## config.mk

```make
export PLATFORM = sky130hd
export DESIGN_NAME = dr_sweep_controller
export DESIGN_NICKNAME = d
export VERILOG_FILES = /design/src/rtl/dr_sweep_controller.sv
export SDC_FILE = /design/constraint.sdc
export NUM_CORES = 1
export LEC_CHECK = 0
export BUFFER_PORTS_ARGS = -buffer_cell sky130_fd_sc_hd__buf_2
export CORE_ASPECT_RATIO = 1.2
export CORE_MARGIN = 2
export CORE_UTILIZATION = 50
export CTS_CLUSTER_DIAMETER = 150
export CTS_CLUSTER_SIZE = 25
export DETAILED_ROUTE_END_ITERATION = 8
export PLACE_DENSITY = 0.78
export SLEW_MARGIN = 20
export SYNTH_ARGS = -nofsm -noshare
export SYNTH_HDL_FRONTEND = slang
export SYNTH_SLANG_ARGS = --single-unit
export TNS_END_PERCENT = 1
```

## constraint.sdc

```tcl
create_clock -name clk -period 2.8 [get_ports clk]
set_clock_uncertainty 0.05 [all_clocks]
set_input_delay 0.28 -clock clk [delete_from_list [all_inputs] [get_ports clk]]
set_output_delay 0.28 -clock clk [all_outputs]
set_load 0.01 [all_outputs]
```

## src/rtl/dr_sweep_controller.sv

```systemverilog
// Dynamic-range sweep controller: steps the sine amplitude through STEPS levels and reports
// peak |filt_out| and overflow count per level. Optional impulse pre-step: DR_SWEEP_IMPULSE_EN.
module dr_sweep_controller #(
    parameter int                    DATA_WIDTH = 16,
    parameter int                    OUT_WIDTH  = 32,
    parameter int                    STEPS      = 10,
    parameter int                    SETTLE     = 64,
    parameter int                    DWELL      = 480,
    parameter logic [DATA_WIDTH-1:0] AMP_MAX    = 16'hFFFF,
    parameter logic [OUT_WIDTH-1:0]  OVF_THRESH = {2'b00, {(OUT_WIDTH-2){1'b1}}}
) (
    input  logic                        clk,
    input  logic                        rst,
    input  logic                        start,
    input  logic                        abort,
    input  logic                        sample_en,
    input  logic signed [OUT_WIDTH-1:0] filt_out,
    output logic [DATA_WIDTH-1:0]       amplitude,
    output logic                        busy,
    output logic                        done,
    output logic                        res_valid,
    input  logic                        res_ready,
    output logic [7:0]                  res_step,
    output logic [OUT_WIDTH-1:0]        res_peak,
    output logic [15:0]                 res_ovf
);

    localparam logic [DATA_WIDTH-1:0] AMP_STEP = AMP_MAX / DATA_WIDTH'(STEPS);
    localparam int CNT_MAX = (SETTLE > DWELL) ? SETTLE : DWELL;
    localparam int CNT_W   = (CNT_MAX > 1) ? $clog2(CNT_MAX) : 1;
    localparam logic [CNT_W-1:0] SETTLE_LAST = CNT_W'(SETTLE - 1);
    localparam logic [CNT_W-1:0] DWELL_LAST  = CNT_W'(DWELL - 1);
    localparam logic [7:0]       LAST_STEP   = 8'(STEPS - 1);

`ifdef DR_SWEEP_IMPULSE_EN
    localparam logic [7:0] IMPULSE_STEP = 8'hFF;
    typedef enum logic [2:0] {ST_IDLE, ST_SETTLE, ST_MEASURE, ST_REPORT, ST_IMPULSE} state_t;
`else
    typedef enum logic [1:0] {ST_IDLE, ST_SETTLE, ST_MEASURE, ST_REPORT} state_t;
`endif

    state_t               state, next_state;
    logic [CNT_W-1:0]     cnt;
    logic [OUT_WIDTH-1:0] mag;
    logic                 last_step, handshake;
    logic                 busy_d, valid_d, done_d;

    // Two's-complement negate of the most negative input yields 2^(OUT_WIDTH-1), exact as unsigned.
    assign mag       = filt_out[OUT_WIDTH-1] ? (~$unsigned(filt_out) + 1'b1) : $unsigned(filt_out);
    assign last_step = (res_step == LAST_STEP);
    assign handshake = (state == ST_REPORT) && res_ready && !abort;

    // NOTE: sequential state uses non-blocking (<=) so every register samples pre-edge values.
    always_ff @(posedge clk or negedge rst) begin
        if (!rst) begin
            state     <= ST_IDLE;
            busy      <= 1'b0;
            res_valid <= 1'b0;
            done      <= 1'b0;
        end else begin
            state     <= next_state;
            busy      <= busy_d;
            res_valid <= valid_d;
            done      <= done_d;
        end
    end

    // NOTE: next_state gets a default before the case so no path infers a latch.
    always_comb begin
        next_state = state;
        if (abort) begin
            next_state = ST_IDLE;
        end else begin
            case (state)
                ST_IDLE: begin
`ifdef DR_SWEEP_IMPULSE_EN
                    if (start) next_state = ST_IMPULSE;
`else
                    if (start) next_state = ST_SETTLE;
`endif
                end
                ST_SETTLE:  if (sample_en && cnt == SETTLE_LAST) next_state = ST_MEASURE;
                ST_MEASURE: if (sample_en && cnt == DWELL_LAST)  next_state = ST_REPORT;
                ST_REPORT:  if (res_ready) next_state = last_step ? ST_IDLE : ST_SETTLE;
`ifdef DR_SWEEP_IMPULSE_EN
                ST_IMPULSE: if (sample_en) next_state = ST_MEASURE;
`endif
                default:    next_state = ST_IDLE;
            endcase
        end
    end

    // Status outputs are registered from the next state so they line up with it.
    always_comb begin
        busy_d  = (next_state != ST_IDLE);
        valid_d = (next_state == ST_REPORT);
        done_d  = handshake && last_step;
    end

    always_ff @(posedge clk or negedge rst) begin
        if (!rst) begin
            amplitude <= '0;
            cnt       <= '0;
            res_step  <= '0;
            res_peak  <= '0;
            res_ovf   <= '0;
        end else if (abort) begin
            amplitude <= '0;
        end else begin
            case (state)
                ST_IDLE: begin
                    if (start) begin
                        cnt      <= '0;
                        res_peak <= '0;
                        res_ovf  <= '0;
`ifdef DR_SWEEP_IMPULSE_EN
                        res_step  <= IMPULSE_STEP;
                        amplitude <= AMP_MAX;
`else
                        res_step  <= '0;
                        amplitude <= '0;
`endif
                    end
                end
`ifdef DR_SWEEP_IMPULSE_EN
                ST_IMPULSE: begin
                    if (sample_en) begin
                        amplitude <= '0;
                        cnt       <= '0;
                    end
                end
`endif
                ST_SETTLE: begin
                    if (sample_en) cnt <= (cnt == SETTLE_LAST) ? '0 : cnt + 1'b1;
                end
                ST_MEASURE: begin
                    if (sample_en) begin
                        cnt <= (cnt == DWELL_LAST) ? '0 : cnt + 1'b1;
                        if (mag > res_peak) res_peak <= mag;
                        if (mag > OVF_THRESH && res_ovf != 16'hFFFF) res_ovf <= res_ovf + 16'd1;
                    end
                end
                ST_REPORT: begin
                    if (res_ready) begin
                        if (last_step) begin
                            amplitude <= '0;
                        end else begin
                            res_step <= res_step + 8'd1;
                            res_peak <= '0;
                            res_ovf  <= '0;
                            cnt      <= '0;
`ifdef DR_SWEEP_IMPULSE_EN
                            // The impulse record wraps the step index from 8'hFF to step 0.
                            amplitude <= (res_step == IMPULSE_STEP) ? '0 : amplitude + AMP_STEP;
`else
                            amplitude <= amplitude + AMP_STEP;
`endif
                        end
                    end
                end
                default: ;
            endcase
        end
    end

endmodule

```

==> impl_metrics.ini <==
[status]
status = complete, but fails checks
violations = setup timing

[setup_path]
cp_data_arrival_time_ns = 4.21
worstPathRequired_ns = 2.99
critical-path-top-delay-family = simple AND/OR/NAND/NOR gates
crit_slowest_cell = or4_4
cp-start-kind = primary input
worst-r2r-setup-slack_ns = 0.26
slowest_delay_ns = 0.58
r2r_cells = 8
crit_chain = buf_6 -> or4_4 -> or4_4 -> or3_4 -> o21ai_2 -> xor2_1 -> inv_1 -> ha_4 -> nand4_1 -> nor4_4 -> buf_4 -> nand4_1 -> nand2_2 -> buf_4 -> buf_4 -> buf_4 -> a211o_1 -> o22ai_2
timing.rr.start = res_step[5]$_DFFE_PN0P_
critPathBufInv = 6
critPathCaptureType = flop
worstSetupPathDepth = 18
critPathMaxFanout = 5
r2r-end = res_peak[8]$_DFFE_PN0P_
crit_path_frequent_cell = buf_4
path_class = primary input to flop

[synth]
synth-seq-cells = 86
syn_nets = 796
synth_top_area_share_pct = 35.32
synth_area_leaders = dfrtp_1 (35%), ha_1 (8.6%), o21ai_0 (4.7%)
synth-edff-count = 0
yosysMostFrequentCell = dfrtp_1
synth_area_per_cell_um2 = 8.510
async_reset_ff_share_pct = 100.0
yosys-top-cells-count = dfrtp_1 (86), o21ai_0 (57), nand2_1 (54)
netlist_area_um2 = 6093
yosysWarnings = 0
ys.flop_type = dfrtp_1
synth_largest_area_cell = dfrtp_1
syn_inst = 716
synth_seq_area_share_pct = 35.32
synth_cell_types = 69

[sta]
rsz0062_at_grt = true
timing.fmax_mhz = 248.9
setup_slack_ns = -1.217
period_needed_ns = 4.017
fin_crit_sh_pct = 143.5
drv_slew = 0
fin_tns_setup_ns = -37.97
setup-violations-final = 32
tightest_slew_ns = 0.6493
relSlewSlack_pct = 56.33
timing.final.hold_violations = 0

[route]
drtIter0Drc = 575
antenna_left = 0
drt_pass1_iterations = 5
drc = 0
vias = 6602
routedWlPerCell_um = 17.36
viasPerCell = 6.096
finalWirelength_mm = 18.80

[die]
die_w_um = 104.8
io_pins = 113
coreArea_um2 = 12000
die_height_um = 124.9
start_util_pct = 50.77
std_cell_rows = 44
die_area_um2 = 13090

[power]
p_clk_share_pct = 22.7
vdd_drop_max_mv = 0.4016
leakage_nw = 3.739
p_comb_share_pct = 48.3
power.density_nw_per_um2 = 683.6
intPower_mw = 3.324
switchingPower_mw = 2.313
switching_share_pct = 41.04
seq_power_share_pct = 29.0

[cells_and_area]
layout-drive-gt1-share_pct = 32.65
antenna_cells = 0
nets = 997
area_delta_synth_final_pct = 35.34
design_area_um2 = 8247

[hold_path]
hp-start = res_ready
hp-class = primary input to flop
holdPathStages = 3
min_to = done$_DFF_PN0_

[clock_network]
worstSkewPairLatency_ns = 0.35
htreeDepth = 3
cts.clk_slew.worst_paths_ns = 0.07
root_buffer = clkbuf_16
cts_tree = done
numCtsBuffers = 9
cts.sinks = 86
cts_buffer_depth = 2

[place]
hpwl_mm = 13.45
dpl_cell_area_um2 = 7536
io_buffers = 112
routabilityCongestion = 0.9009

[global_routing]
grt_max_degree = 43
grtUsageTotal_pct = 27.88
grt_overflow = 0
grt_pass1_wl_mm = 30.28
grt_pass1_vias = 6437
antenna_found_initial = 0

[run]
cap_violations = 0
placed cells by master (no fill, tap or decap), types with 10 or more instances in the layout:
master	synthesis	layout
xnor2_1	25	25
nand2_1	54	53
inv_1	51	51
dfrtp_1	86	86
buf_2	2	110
o31ai_1	25	23
nand4_1	13	13
o22ai_1	29	13
nor2_1	39	39
o21ai_0	57	55
buf_4	0	106
and3_1	12	11
a21oi_1	26	26
nor4_1	12	10
o22ai_2	1	15
nand3_1	53	53
ha_1	42	40
repair_timing:
| item | CTS | global route |
|---|---|---|
| pin swaps | 4 | 15 |
| gates cloned | 0 | 0 |
| hold buffers | 1 | 0 |
| endpoints found under the setup margin | 32 | 35 |
| hold endpoints to repair | 40 | 0 |
| setup buffers | 4 | 6 |
| gates resized for setup | 17 | 41 |
how the worst max path moves through the flow:
stage,endpoint,from
2_1_floorplan,res_peak[29]$_DFFE_PN0P_,filt_out[12]
3_3_place_gp,res_peak[28]$_DFFE_PN0P_,filt_out[12]
3_5_place_dp,res_peak[25]$_DFFE_PN0P_,filt_out[0]
4_1_cts,res_peak[8]$_DFFE_PN0P_,filt_out[12]
5_1_grt,res_peak[8]$_DFFE_PN0P_,filt_out[9]
6_report,res_peak[30]$_DFFE_PN0P_,filt_out[9]
power by group through the flow:
stage	sequential [mW]	combinational (mW)	clock [mW]
after floorplan	1.72	1.42	0
after global placement	1.64	2.33	0
after detailed placement	1.65	2.41	0
after CTS	1.63	2.51	1.29
after global routing	1.66	2.97	1.34
final	1.64	2.72	1.28
sequential cells by signal, summed over array words and instances (netlist names):
name / count
amplitude: 16
busy: 1
cnt: 9
done: 1
res_ovf: 16
res_peak: 32
res_step: 8
res_valid: 1
state: 2
cell families after synthesis:
| family | after synthesis | share of synthesized area, % |
|---|---|---|
| flip-flops | 86 | 35.32 |
| AND/OR/NAND/NOR | 244 | 20.80 |
| XOR/XNOR | 27 | 3.881 |
| multiplexers | 8 | 1.355 |
| buffers and inverters | 89 | 5.647 |
| adder cells (fa/ha/maj) | 42 | 8.624 |
| AO/OA/AOI/OAI | 220 | 24.37 |
metrics by stage:
stage                     hold slack (ns)  util, %  setup WS, ns  total power [mW]  instances
after floorplan                  -0.06559        -        -1.006             3.142        716
after global placement             0.2643    62.79        -1.389             3.965       1056
after detailed placement           0.2703    62.79        -1.460             4.063       1056
after CTS                          0.1498    66.55       -0.9556             5.431       1077
after global routing               0.1615    68.71        -1.303             5.970       1083
final                              0.1558    68.71        -1.217             5.637       1083
worst reg2reg max path, cell delays in order (launching register included):
cell	delay (ns)
dfrtp_1	0.45
or4_1	0.57
o31a_1	0.36
o211a_1	0.25
buf_4	0.19
and2_4	0.16
buf_12	0.15
nand3_1	0.15
o22ai_4	0.08
per-layer routing:
metal / wire length (um) / GRT usage [%]
met5: 0 / 0
met2: 9392 / 47.67
met1: 7653 / 34.50
met4: 603 / 12.63
met3: 1150 / 4.588
cell type report:
type / count / area, um^2
Multi-Input combinational cell: 541 / 3894
Fill cell: 951 / 3755
Sequential cell: 86 / 2152
Timing Repair Buffer: 227 / 1490
Clock buffer: 10 / 239.0
Tap cell: 161 / 201.4
Inverter: 52 / 195.2
Clock inverter: 6 / 75.07
(Power assumes the default switching activity.)
